### src/rtl/imem_loader_pkg.sv
// Shared types and constants for the boot-time instruction memory loader.
package imem_loader_pkg;

    localparam int unsigned BYTES_PER_WORD = 4;
    localparam int unsigned LEN_BYTES      = 2;

    typedef enum logic [2:0] {
        StIdle,
        StLenLo,
        StLenHi,
        StData,
        StWrite,
        StCheck,
        StDone,
        StError
    } state_e;

    // A new session may only begin from a resting state.
    function automatic logic start_allowed(input state_e s);
        return s inside {StIdle, StDone, StError};
    endfunction

endpackage

### src/rtl/imem_loader_byte_packer.sv
// Little-endian byte-to-word packer: bytes shift in from the top so the first byte lands in [7:0].
module byte_packer
    import imem_loader_pkg::*;
(
    input  logic                        clk_i,
    input  logic                        rst_i,
    input  logic                        clr_i,
    input  logic [7:0]                  byte_i,
    input  logic                        valid_i,
    output logic [BYTES_PER_WORD*8-1:0] word_o,
    output logic                        word_full_o
);

    localparam int unsigned WordW = BYTES_PER_WORD * 8;
    localparam int unsigned IdxW  = $clog2(BYTES_PER_WORD);

    logic [IdxW-1:0]  idx_q, idx_d;
    logic [WordW-1:0] word_q, word_d;

    always_comb begin
        idx_d  = idx_q;
        word_d = word_q;
        if (clr_i) begin
            idx_d  = '0;
            word_d = '0;
        end else if (valid_i) begin
            idx_d  = IdxW'(idx_q + 1'b1);
            word_d = {byte_i, word_q[WordW-1:8]};
        end
    end

    always_ff @(posedge clk_i or posedge rst_i) begin
        if (rst_i) begin
            idx_q  <= '0;
            word_q <= '0;
        end else begin
            idx_q  <= idx_d;
            word_q <= word_d;
        end
    end

    assign word_o      = word_q;
    assign word_full_o = valid_i && !clr_i && (idx_q == IdxW'(BYTES_PER_WORD - 1));

endmodule

### src/rtl/imem_loader.sv
// Boot loader: length-prefixed byte stream -> consecutive 32-bit instruction memory writes.
// Optional trailing XOR checksum byte enabled by defining IMEM_LOADER_CHECKSUM_EN.
module imem_loader
    import imem_loader_pkg::*;
#(
    parameter int unsigned WIDTH = 32,
    parameter int unsigned DEPTH = 2048
) (
    input  logic             clk_i,
    input  logic             rst_i,
    input  logic             start_i,
    input  logic [7:0]       rx_data_i,
    input  logic             rx_valid_i,
    output logic             rx_ready_o,
    output logic [WIDTH-1:0] mem_address_o,
    output logic [WIDTH-1:0] mem_wdata_o,
    output logic             mem_we_o,
    output logic             cpu_hold_o,
    output logic             done_o,
    output logic             error_o,
    output logic [15:0]      words_loaded_o
);

    localparam int unsigned LenW  = LEN_BYTES * 8;
    localparam int unsigned WordW = BYTES_PER_WORD * 8;

    state_e           state_q, state_d;
    logic [7:0]       len_lo_q, len_lo_d;
    logic [LenW-1:0]  len_q, len_d;
    logic [WIDTH-1:0] addr_q, addr_d;
    logic [15:0]      words_q, words_d;
    logic             hold_q, hold_d;
    logic             done_q, done_d;
    logic             error_q, error_d;

    logic             xfer;
    logic             data_xfer;
    logic             start_acc;
    logic             word_full;
    logic [WordW-1:0] packed_word;
    logic [LenW-1:0]  len_rx;

    assign rx_ready_o = state_q inside {StLenLo, StLenHi, StData, StCheck};
    assign xfer       = rx_valid_i && rx_ready_o;
    assign data_xfer  = xfer && (state_q == StData);
    assign start_acc  = start_i && start_allowed(state_q);
    assign len_rx     = {rx_data_i, len_lo_q};

    byte_packer u_packer (
        .clk_i       (clk_i),
        .rst_i       (rst_i),
        .clr_i       (start_acc),
        .byte_i      (rx_data_i),
        .valid_i     (data_xfer),
        .word_o      (packed_word),
        .word_full_o (word_full)
    );

`ifdef IMEM_LOADER_CHECKSUM_EN
    logic [7:0] csum_q, csum_d;

    always_comb begin
        csum_d = csum_q;
        if (start_acc) begin
            csum_d = '0;
        end else if (data_xfer) begin
            csum_d = csum_q ^ rx_data_i;
        end
    end

    always_ff @(posedge clk_i or posedge rst_i) begin
        if (rst_i) begin
            csum_q <= '0;
        end else begin
            csum_q <= csum_d;
        end
    end

    localparam state_e StAfterData = StCheck;
`else
    localparam state_e StAfterData = StDone;
`endif

    always_comb begin
        state_d  = state_q;
        len_lo_d = len_lo_q;
        len_d    = len_q;
        addr_d   = addr_q;
        words_d  = words_q;
        hold_d   = hold_q;
        done_d   = 1'b0;
        error_d  = error_q;

        if (start_acc) begin
            state_d = StLenLo;
            addr_d  = '0;
            words_d = '0;
            hold_d  = 1'b1;
            error_d = 1'b0;
        end else begin
            case (state_q)
                StLenLo: begin
                    if (xfer) begin
                        len_lo_d = rx_data_i;
                        state_d  = StLenHi;
                    end
                end
                StLenHi: begin
                    if (xfer) begin
                        len_d = len_rx;
                        if (len_rx == '0) begin
                            state_d = StAfterData;
                        end else if (32'(len_rx) > DEPTH) begin
                            state_d = StError;
                        end else begin
                            state_d = StData;
                        end
                    end
                end
                StData: begin
                    if (word_full) begin
                        state_d = StWrite;
                    end
                end
                StWrite: begin
                    addr_d  = addr_q + WIDTH'(BYTES_PER_WORD);
                    words_d = words_q + 16'd1;
                    if ((words_q + 16'd1) == 16'(len_q)) begin
                        state_d = StAfterData;
                    end else begin
                        state_d = StData;
                    end
                end
`ifdef IMEM_LOADER_CHECKSUM_EN
                StCheck: begin
                    if (xfer) begin
                        state_d = (rx_data_i == csum_q) ? StDone : StError;
                    end
                end
`endif
                default: ;
            endcase
        end

        // done and the cpu_hold release share the DONE entry cycle.
        if (state_d == StDone && state_q != StDone) begin
            done_d = 1'b1;
            hold_d = 1'b0;
        end
        if (state_d == StError && state_q != StError) begin
            error_d = 1'b1;
        end
    end

    always_ff @(posedge clk_i or posedge rst_i) begin
        if (rst_i) begin
            state_q  <= StIdle;
            len_lo_q <= '0;
            len_q    <= '0;
            addr_q   <= '0;
            words_q  <= '0;
            hold_q   <= 1'b1;
            done_q   <= 1'b0;
            error_q  <= 1'b0;
        end else begin
            state_q  <= state_d;
            len_lo_q <= len_lo_d;
            len_q    <= len_d;
            addr_q   <= addr_d;
            words_q  <= words_d;
            hold_q   <= hold_d;
            done_q   <= done_d;
            error_q  <= error_d;
        end
    end

    assign mem_we_o       = (state_q == StWrite);
    assign mem_address_o  = addr_q;
    assign mem_wdata_o    = WIDTH'(packed_word);
    assign cpu_hold_o     = hold_q;
    assign done_o         = done_q;
    assign error_o        = error_q;
    assign words_loaded_o = words_q;

endmodule

### config.mk
export PLATFORM = sky130hd
export DESIGN_NAME = imem_loader
export DESIGN_NICKNAME = d
export VERILOG_FILES = /design/src/rtl/imem_loader_pkg.sv /design/src/rtl/imem_loader_byte_packer.sv /design/src/rtl/imem_loader.sv
export SDC_FILE = /design/constraint.sdc
export NUM_CORES = 1
export LEC_CHECK = 0
export ABC_CLOCK_PERIOD_IN_PS = 8500
export CAP_MARGIN = 10
export CORE_UTILIZATION = 58
export CTS_CLUSTER_DIAMETER = 150
export DETAILED_ROUTE_END_ITERATION = 16
export PLACE_DENSITY = 0.95
export SYNTH_ARGS = -nofsm -noshare
export SYNTH_HDL_FRONTEND = slang
export SYNTH_HIERARCHICAL = 1
export SYNTH_SLANG_ARGS = --single-unit
### constraint.sdc
create_clock -name clk_i -period 8.5 [get_ports clk_i]
set_input_delay 1.7 -clock clk_i [delete_from_list [all_inputs] [get_ports clk_i]]
set_output_delay 1.7 -clock clk_i [all_outputs]
set_load 0.02 [all_outputs]
==> reports/metrics.yaml <==
run_status:
  status: "finished, final reports clean"
placed_design:
  gp_congestion: 0.924
  dp_hpwl_microns: 9720
  io_buffer_count: 94
cts:
  cts-root-buf: "clkbuf_8"
  cts_resized: 0
  clock_sinks: 110
  clk_path_buf_depth: 2
  insertion_delay_ns: 0.37
  tritoncts: "yes"
  cts-hold-fix-buffers: 0
  post-cts-setup-buffers: 0
  htreeDepth: 3
  clk_pin_slew_worst_paths_ns: 0.11
  cts_inserted_buffers: 9
sta:
  rsz0062_at_grt: "no"
  fin_worst_skew_ns: 0.0128
  drv_slew: 0
  maxSlewHeadroom: 0.193
  hold_viol_final: 0
  period_needed_ns: 4.86
  tightestPinTransition_ns: 1.21
  holdWs_ns: 0.510
  setup_tns_ns: 0
  setup_viol: 0
  finalCritPeriodShare: 0.572
  clock.fmax_mhz: 206
floorplanning:
  row_count: 35
  die_h_microns: 101
  core_sq_um: 9370
  chipWidth_microns: 101
  fp.dieArea_sq_um: 10200
  ios: 97
  start_util: 0.609
finish:
  n_antenna_cell: 0
  fin_nets: 683
  fillers: 670
  drive_gt1_frac: 0.0669
  area_growth_pct: 19.2
critical_path:
  cp.required_ns: 6.80
  crit-reg2reg-launch: "state_q[0]"
  arrival_ns: 3.16
  endpoint_kind: "primary output"
  path_class: "reg -> out"
  cp_max_fo: 29
  crit_start: "state_q[0]"
  start_kind: "flop"
drt:
  antenna_left: 0
  dr.pass1.iters: 5
  vias: 4817
  avgViaCountPerCell: 6.01
  routed_wl_microns: 14100
  drc: 0
  drt_iter0_markers: 420
  avgRoutedWirePerCell_microns: 17.6
synth:
  synth_cell_types: 64
  synthFlopType: "dfrtp_1"
  avgSynthCellArea_sq_um: 9.58
  synth_edf_count: 0
  yosysSeqAreaShare: 0.483
  synth_top_area_frac: 0.478
  synth_top_area_cell: "dfrtp_1"
  synth_area_sq_um: 5700
  synth_common_cells: "dfrtp_1, nor2_1, nand2_1"
  synth_cells: 595
  synth-seq-cells: 110
  yosys_warnings: 6
  synthArstFlopShare: 1.00
  synth_area_leaders: "dfrtp_1, mux2i_1, nor2_1, xnor2_1, nand2_1"
  synth.most_common_cell: "dfrtp_1"
global_route:
  grt_pass1_vias: 4648
  track_usage: 0.289
  grt_max_degree: 77
  antenna_found_initial: 0
  overflow: 0
  grt_pass1_wl_microns: 23200
job:
  maxCapViolations: 0
power_and_ir_drop:
  ir_drop_mv: 0.233
  p_per_area_nw_per_um2: 333
  p_leak_nw: 2.89
min_path:
  hold_start: "len_q[0]"
  min_path_type: "reg -> reg"
## layout by cell type, fill, tap and decap left out, drive strengths merged, types with 15 or more instances in the layout
cell type / count
o21ai: 32
inv: 15
nand3: 22
xor2: 17
nand2: 80
mux2i: 33
xnor2: 35
dfrtp: 109
clkdlybuf4s50: 94
nor2: 88
## critical path, cell delays in order (launching register included)
cell and delay (ns):
dfrtp_1 0.55, nor2_1 0.26, nand2_1 0.58, inv_1 0.68
clkdlybuf4s50_1 0.71
## through the flow
| step | utilization | power, W | cells | setup WS [ns] | area [sq um] |
|---|---|---|---|---|---|
| floorplan | - | 0.00158 | 596 | 4.57 | 5710 |
| global placement | 0.707 | 0.00190 | 786 | 3.58 | 6620 |
| detailed placement | 0.707 | 0.00195 | 786 | 3.45 | 6620 |
| CTS | 0.725 | 0.00225 | 802 | 3.72 | 6800 |
| global route | 0.725 | 0.00239 | 802 | 3.52 | 6800 |
| finish | 0.725 | 0.00226 | 802 | 3.64 | 6800 |
## layer usage
layer / global-route usage / up-vias / wire length [microns]
li1: - / 2194 / -
met1: 0.398 / 2378 / 6080
met2: 0.467 / 209 / 6830
met3: 0.0414 / 36 / 888
met4: 0.114 / 0 / 288
met5: 0 / - / 0
## state kept, by name (all words and copies together), names as in the netlist
signal           flops
state_q              3
words_loaded_o      16
len_q               16
len_lo_q             8
u_packer/idx_q       2
u_packer/word_o     32
mem_address_o       30
done_o               1
error_o              1
cpu_hold_o           1
## worst paths after layout
kind | end | depth (start not counted) | slack [ns]
worst min register to register | len_q[0] | 2 | 0.51
max in group asynchronous | words_loaded_o[14] | 3 | 5.89
worst max register to register | error_o | 10 | 4.82
min in group asynchronous | u_packer/word_o[19] | 2 | 1.58
worst max-delay path | mem_we_o | 4 | 3.64
worst min-delay path | len_q[0] | 2 | 0.51
## where the power goes
part	switching (W)	internal (W)	leakage (nW)
Sequential	0.000225	0.000708	1.45
Combinational	0.000567	0.000467	1.35
Clock	0.000185	0.000109	0.0846
## final cells by class
cell class	count	area, sq um	share of cell area
Clock buffer	10	128	0.0188
Clock inverter	6	45.0	0.00663
Inverter	13	48.8	0.00718
Multi-Input combinational cell	437	2700	0.397
Sequential cell	110	2750	0.405
Tap cell	129	161	0.0238
Timing Repair Buffer	97	963	0.142
## cells by family (layout without fill, tap and decap cells)
group,Yosys count,after routing,synth area share
simple gates,264,264,0.222
other cells,1,2,0.000658
fa+ha+maj,3,3,0.00658
buf+inv,49,126,0.0476
compound gates,75,75,0.0864
xor+xnor,52,52,0.0799
mux,41,41,0.0737
flops,110,110,0.483
Note: power is estimated with default switching activity, not from simulation.
